--- src/rtl/toggle_pkg.sv ---
// toggle_pkg: shared state encoding and default sizing for the toggle decoder
package toggle_pkg;
    typedef enum logic [1:0] {IDLE, ACTIVE, STALLED} state_t;
    localparam int CNT_W_DEF   = 8;
    localparam int TIMEOUT_DEF = 16;
endpackage

--- src/rtl/toggle_decoder_sync2.sv ---
// sync2: two-flop synchronizer whose stages preload a given value during reset
// Ports: Clk clock, Reset sync active-high, load value loaded into both stages
// while Reset is high, d asynchronous input, q synchronized output.
module sync2 (
    input  logic Clk,
    input  logic Reset,
    input  logic load,
    input  logic d,
    output logic q
);
    logic s1;
    always_ff @(posedge Clk) begin
        if (Reset) begin
            s1 <= load;
            q  <= load;
        end else begin
            s1 <= d;
            q  <= s1;
        end
    end
endmodule

--- src/rtl/toggle_decoder.sv ---
// toggle_decoder: recovers T pulses from a T flip-flop's output line and tracks activity
// Ports: Clk clock, Reset sync active-high, Qin toggle line; outputs T recovered
// pulse, Q/Qbar recovered level, toggle_cnt pulse count (wraps), ovf sticky wrap
// flag, active/stalled activity state.
// Build option: define TOGGLE_DECODER_SYNC_EN to put a two-flop synchronizer
// in front of the decoder (adds two cycles of latency to T and Q).
module toggle_decoder
    import toggle_pkg::*;
#(
    parameter int CNT_W   = CNT_W_DEF,
    parameter int TIMEOUT = TIMEOUT_DEF
) (
    input  logic             Clk,
    input  logic             Reset,
    input  logic             Qin,
    output logic             T,
    output logic             Q,
    output logic             Qbar,
    output logic [CNT_W-1:0] toggle_cnt,
    output logic             ovf,
    output logic             active,
    output logic             stalled
);
    localparam logic [7:0] TMO = 8'(TIMEOUT);
    logic       qp;
    logic       q_d;
    logic [7:0] idle_cnt;
    state_t     state;
`ifdef TOGGLE_DECODER_SYNC_EN
    sync2 u_sync2 (
        .Clk  (Clk),
        .Reset(Reset),
        .load (Qin),
        .d    (Qin),
        .q    (qp)
    );
`else
    assign qp = Qin;
`endif
    assign Q    = q_d;
    assign Qbar = ~q_d;
    // q_d preloads the live input during reset so release never sees an edge
    always_ff @(posedge Clk) begin
        if (Reset) begin
            q_d        <= Qin;
            T          <= 1'b0;
            toggle_cnt <= '0;
            ovf        <= 1'b0;
        end else begin
            q_d <= qp;
            T   <= qp ^ q_d;
            if (T) begin
                toggle_cnt <= toggle_cnt + 1'b1;
                if (&toggle_cnt) ovf <= 1'b1;
            end
        end
    end
    // A pulse always wins over the timeout, even on the cycle the timeout hits
    always_ff @(posedge Clk) begin
        if (Reset) begin
            state    <= IDLE;
            idle_cnt <= '0;
            active   <= 1'b0;
            stalled  <= 1'b0;
        end else if (T) begin
            state    <= ACTIVE;
            idle_cnt <= '0;
            active   <= 1'b1;
            stalled  <= 1'b0;
        end else if (state == ACTIVE) begin
            idle_cnt <= idle_cnt + 8'd1;
            if (idle_cnt + 8'd1 == TMO) begin
                state   <= STALLED;
                active  <= 1'b0;
                stalled <= 1'b1;
            end
        end else begin
            idle_cnt <= (idle_cnt >= TMO) ? idle_cnt : idle_cnt + 8'd1;
        end
    end
endmodule
--- config.mk ---
export PLATFORM = sky130hd
export DESIGN_NAME = toggle_decoder
export DESIGN_NICKNAME = d
export VERILOG_FILES = /design/src/rtl/toggle_pkg.sv /design/src/rtl/toggle_decoder_sync2.sv /design/src/rtl/toggle_decoder.sv
export SDC_FILE = /design/constraint.sdc
export NUM_CORES = 1
export LEC_CHECK = 0
export CORE_ASPECT_RATIO = 1.2
export CORE_UTILIZATION = 50
export DETAILED_ROUTE_END_ITERATION = 6
export GPL_TIMING_DRIVEN = 0
export HOLD_SLACK_MARGIN = 0.02
export MAX_ROUTING_LAYER = met4
export PLACE_DENSITY = 0.76
export SLEW_MARGIN = 5
export SYNTH_ARGS = -nofsm -noshare
export SYNTH_HDL_FRONTEND = slang
export SYNTH_HIERARCHICAL = 1
export SYNTH_SLANG_ARGS = --single-unit
--- constraint.sdc ---
create_clock -name Clk -period 1.8 [get_ports Clk]
set_input_delay 0.45 -clock Clk [delete_from_list [all_inputs] [get_ports Clk]]
set_output_delay 0.45 -clock Clk [all_outputs]
set_load 0.03 [all_outputs]
==> metrics, run 1 <==
status complete, no violations; RSZ-0062 raised after global routing false; initial core utilization 0.5267; VDD IR max approximately 0.5 mV; Setup TNS Final 0 ns; GRT Util Overall 0.1868; post-synthesis sequential area ratio 0.4364; fin. max-slew vios 0; Worst setup EP type primary output; Synth area leaders dfxtp_1, nor2_1, xor2_1; number of global-route vias before repair 730; drt first pass iters 4; Inserted Diodes 0; RePlAce Congestion 0.8469; final WL 1782 um; worst clock skew roughly 0.00075 ns; Cell Area, Synth 963.4 sq um; syn nets 114; I/O pin count 17; clock root cell clkbuf_4; CTS Hold Bufs 0; Leak 0.4991 nW; number of fill cells 170; Sink Count 21; WP buf/inv 1; Worst Setup EP toggle_cnt[3]; CP max stage cell dfxtp_1; drt drc 0; post-DP HPWL 1326 um; launching point of the worst reg2reg path idle_cnt[1]; row count 17; Iter 0 DRT Violations 7; largest area contributor in the netlist dfxtp_1; Least-Margin Pin Slew 0.4364 ns; crit-path max FO 6; design area approximately 1200 sq um; r2r endpoint state[0]; hold crit path type reg -> reg; CP cell instances dlygate4sd2_1; Post-synth EDFFs 0; Worst Setup Path Type reg -> out; Final Hold Viols 0; Num CTS Buffers 3; Pwr Density 692.7 nW/um^2; P&R area growth vs syn 20.78%; ys async rst share 0; core area 1829 sq um; relative slew slack 0.7066; r2r setup slk 0.23 ns; Post-Synthesis Mean Instance Area ~9 sq um; f_max between 600 and 700 MHz; Crit path max-delay family flip-flops; register bit count reported by yosys 21; CTS clk-pin slew, worst paths between 0.1 and 0.15 ns; CP startpoint toggle_cnt[3]; first-pass GRT wire length just under 3000 um; synth warn 6; share of post-route cells with drive strength above 1 0.05469; Die Height 50.09 um; Worst-Skew Late Latency 0.30 ns; Layout Nets roughly 140; Synth Flop Type dfxtp_1; Tmin final around 1.6 ns; Worst EP required 1.35 ns; Die Wd 42.07 um; Max Buffers Root-to-Sink 2; # setup viols final 0; Total Power 0.8060 mW; wire per inst 12.12 um; total number of vias 820; r2r worst-path depth 5; die area approximately 2100 sq um; CTS tree done; Synth top area share 0.4364; Final Core Density 0.6361; H-tree depth 1; Critical Path Source Type register; Final Cycle Share 0.8943; GRT overflow 0; critical path arrival 1.16 ns; Cell variety after synth 32; post-synthesis instance total between 100 and 150; largest net degree at the start of global routing 12; antenna violations before repair 0; WP depth 1; Crit path largest cell delay 0.44 ns; Max Cap Violations 0; Via density around 5.6; I/O Buffers 16; Routed Antenna Nets 0; Cell Area, Placed 1147 sq um
## where the power goes
part	leakage (nW)	switching [mW]	internal (mW)
clock network	0.0150	0.134	0.0863
logic	0.313	0.0557	0.0357
registers	0.171	0.0158	0.478
## Yosys cell counts, drive strengths merged (2+ instances only)
| cell | n |
|---|---|
| nand3 | 2 |
| nor3 | 3 |
| xnor2 | 6 |
| buf | 2 |
| dfxtp | 21 |
| nand2 | 5 |
| a21oi | 4 |
| and3 | 2 |
| nor4 | 2 |
| nor2 | 19 |
| nand4 | 7 |
| ha | 3 |
| or3 | 2 |
| inv | 4 |
| xor2 | 8 |
| o21ai | 5 |
## metrics by stage
stage | instances | worst slack (ns) | hold slack (ns)
floorplan | 108 | 0.3256 | 0.4777
global placement | 143 | -0.04270 | 0.4501
detailed placement | 143 | -0.03551 | 0.4595
CTS | 147 | 0.02223 | 0.4878
global route | 147 | 0.08784 | 0.5150
finish | 147 | 0.1903 | 0.4776
## area by class of cell
type | count | area (sq um) | area share
Timing Repair Buffer | 16 | 150.1 | 0.1290
Multi-Input combinational cell | 80 | 515.5 | 0.4430
Sequential cell | 21 | 420.4 | 0.3613
Buffer | 3 | 12.51 | 0.01075
Inverter | 4 | 15.01 | 0.01290
Tap cell | 19 | 23.77 | 0.02043
Clock buffer | 4 | 26.28 | 0.02258
## worst min path at each step
stage / start / to / slack, ns / cells past startpoint
CTS: ovf / ovf / 0.49 / 2
global placement: ovf / ovf / 0.45 / 2
global route: ovf / ovf / 0.52 / 2
floorplan: Qin / Q / 0.48 / 0
detailed placement: ovf / ovf / 0.46 / 2
finish: ovf / ovf / 0.48 / 2
## registers in the layout, summed over array words and instances (netlist names)
name        cells
idle_cnt        8
toggle_cnt      8
state           2
Q               1
T               1
ovf             1
## kinds of logic (layout without fill, tap and decap cells)
logic type               after synthesis  in the layout  synth area share
AO/OA/AOI/OAI                         15             15            0.1052
XOR/XNOR                              14             14            0.1273
adder cells (fa/ha/maj)                3              3           0.03897
buffers and inverters                  7             27           0.02855
flip-flops                            21             21            0.4364
multiplexers                           1              1           0.01039
AND/OR/NAND/NOR                       47             47            0.2533
## routing by layer
layer / vias to the layer above / global-route usage / share of wire
li1: 414 / - / -
met1: 387 / 0.2041 / 0.43
met2: 15 / 0.3229 / 0.51
met3: 4 / 0.02198 / 0.035
met4: 0 / 0.1094 / 0.017
met5: - / - / 0
## timing repair
item,in CTS,in global routing
resized for setup,12,2
buffers inserted,0,0
endpoints found under the setup margin,12,2
pin swaps,0,0
## placed cells by master (no fill, tap or decap), drive strengths merged, types with 2 or more instances in the layout
master,n
or3,2
buf,2
a21oi,4
nand4,7
nor3,3
nor2,19
xnor2,6
dfxtp,21
clkdlybuf4s50,2
nand2,5
dlygate4sd2,12
and3,2
nor4,2
o21ai,5
ha,3
clkbuf,5
dlymetal6s2s,2
inv,4
xor2,8
nand3,2
Power figures use the tool's default switching activity.
==> inputs of run 2 (changes only) <==
--- a/config.mk
+++ b/config.mk
@@ -17,3 +17,4 @@
 export SYNTH_HDL_FRONTEND = slang
 export SYNTH_HIERARCHICAL = 1
 export SYNTH_SLANG_ARGS = --single-unit
+export TNS_END_PERCENT = 1
==> results of run 2 <==
No change in the layout: final DEF, timing and power equal those of run 1.
==> inputs of run 3 (changes only) <==
--- a/config.mk
+++ b/config.mk
@@ -12,6 +12,7 @@
 export HOLD_SLACK_MARGIN = 0.02
 export MAX_ROUTING_LAYER = met4
 export PLACE_DENSITY = 0.76
+export RECOVER_POWER = 100
 export SLEW_MARGIN = 5
 export SYNTH_ARGS = -nofsm -noshare
 export SYNTH_HDL_FRONTEND = slang
==> run 3 against run 2 <==
Against the previous run: total power decreased by 0.42%; first-iteration DRC count increased by 14%; hold slack improved by 0.0038 ns; sequential cell count unchanged; count of clock-buffer cells in the layout unchanged; register-to-register slack got worse by 0.02 ns; highest routed layer unchanged.
==> metrics, run 3 (synthesis gave the netlist of run 1 again) <==
WP buf/inv 1; Worst-Skew Late Latency ~0.29 ns; Inserted Diodes 0; largest net degree at the start of global routing 12; Num CTS Buffers 3; Final Core Density 0.6259; I/O pin count 17; area of the multi-input gates 515.5 sq um; post-DP HPWL between 1000 and 1500 um; fin. max-slew vios 0; CP max stage cell dfxtp_1; most frequent cells in the layout dfxtp_1, nor2_1, dlygate4sd2_1; worst clock skew roughly 0.0012 ns; drt first pass iters 5; hold crit path type reg -> reg; initial core utilization 0.5267; WHS Path Cells 2; r2r setup slk 0.21 ns; die area 2107 sq um; P&R area growth vs syn 18.83%; Least-Margin Pin Slew 0.4359 ns; number of fill cells 176; Via density 5.592; critical hold path startpoint ovf; Max Cap Violations 0; clock root cell clkbuf_4; drt drc 0; status complete, no violations; CTS tree done; Final Cycle Share 0.8928; GRT Util Overall 0.1868; Inst Count DP 143; CTS clk-pin slew, worst paths 0.11 ns; Final Hold Viols 0; r2r endpoint state[1]; VDD IR max about 0.5 mV; relative slew slack 0.7070; Crit path largest cell delay 0.44 ns; post-route insts no fill 147; Routed Antenna Nets 0; RSZ-0062 raised after global routing false; crit-path max FO 6; total number of vias 822; CP cell instances dlygate4sd2_1; Crit path max-delay family flip-flops; Worst EP required 1.35 ns; share of post-route cells with drive strength above 1 0.04688; wire per inst 12.10 um; Worst setup EP type primary output; Tmin final 1.607 ns; Die Height 50.09 um; Die Wd 42.07 um; Worst Setup Path Type reg -> out; Critical Path Source Type register; Layout Nets 135; antenna violations before repair 0; RePlAce Congestion 0.8469; critical path arrival 1.16 ns; # setup viols final 0; row count 17; core area 1829 sq um; H-tree depth 1; f_max 622.2 MHz; GRT overflow 0; Reg area around 420 sq um; Largest regs idle_cnt: 8 flops, toggle_cnt: 8 flops, state: 2 flops; r2r worst-path depth 5; first-pass GRT wire length 2960 um; Leak roughly 0.46 nW; commonest non-fill, non-tap cell in the layout dfxtp_1; Iter 0 DRT Violations 8; Sink Count 21; I/O Buffers 16; number of global-route vias before repair 730; final WL 1779 um; Max Buffers Root-to-Sink 2; Hold Path End ovf; postcts setup bufs 0; Pwr Density 701.1 nW/um^2; launching point of the worst reg2reg path T
[run 3: cell count changes in the layout (fill, tap and decap cells not counted), sizes merged]
cell and change:
clkbuf +4, buf -2, clkdlybuf4s50 -2, dlygate4sd3 +2
dlymetal6s2s -2
[run 3: area by class of cell]
cell class,count,share of cell area
buffer,3,0.009836
clock buffer,4,0.02295
inverter,4,0.01311
multi-input combinational,80,0.4503
sequential,21,0.3672
tap,19,0.02076
timing repair buffer,16,0.1158
[run 3: worst max path at each step]
stage               endpoint  slack, ns           from  depth (start not counted)
2_1_floorplan       state[1]       0.33              T                          5
3_3_place_gp        state[1]      -0.04          Reset                          5
3_5_place_dp        state[1]      -0.04          Reset                          5
4_1_cts                    T       0.02              T                          1
5_1_grt             state[0]       0.09    idle_cnt[1]                          5
6_report       toggle_cnt[3]       0.19  toggle_cnt[3]                          1
[run 3: layer usage]
layer | vias to the layer above | global-route usage | part of all wire
met4 | 0 | 0.1094 | 0.017
met5 | - | - | 0
met3 | 4 | 0.02198 | 0.034
met1 | 390 | 0.2041 | 0.43
li1 | 415 | - | -
met2 | 13 | 0.3229 | 0.52
[run 3: through the flow]
step | total power [mW] | setup TNS (ns) | hold WS (ns) | cell area [sq um] | worst slack (ns)
3_3_place_gp | 0.6014 | -0.04270 | 0.4501 | 1147 | -0.04270
3_5_place_dp | 0.6037 | -0.03551 | 0.4595 | 1147 | -0.03551
4_1_cts | 0.8144 | 0 | 0.4878 | 1159 | 0.02223
2_1_floorplan | 0.5670 | 0 | 0.4777 | 963.4 | 0.3256
5_1_grt | 0.8358 | 0 | 0.5201 | 1145 | 0.08784
6_report | 0.8026 | 0 | 0.4814 | 1145 | 0.1929
[run 3: power by group]
group | internal, mW | leakage, nW | switching [mW] | total [mW]
clock network | 0.0863 | 0.0150 | 0.134 | 0.220
logic | 0.0325 | 0.273 | 0.0558 | 0.0883
registers | 0.478 | 0.171 | 0.0160 | 0.495
[run 3: timing repair]
item                                    in CTS  in global routing
hold buffers                                 0                  0
endpoints found under the setup margin      12                  2
resized for setup                           12                  2
hold endpoints to repair                     0                  0
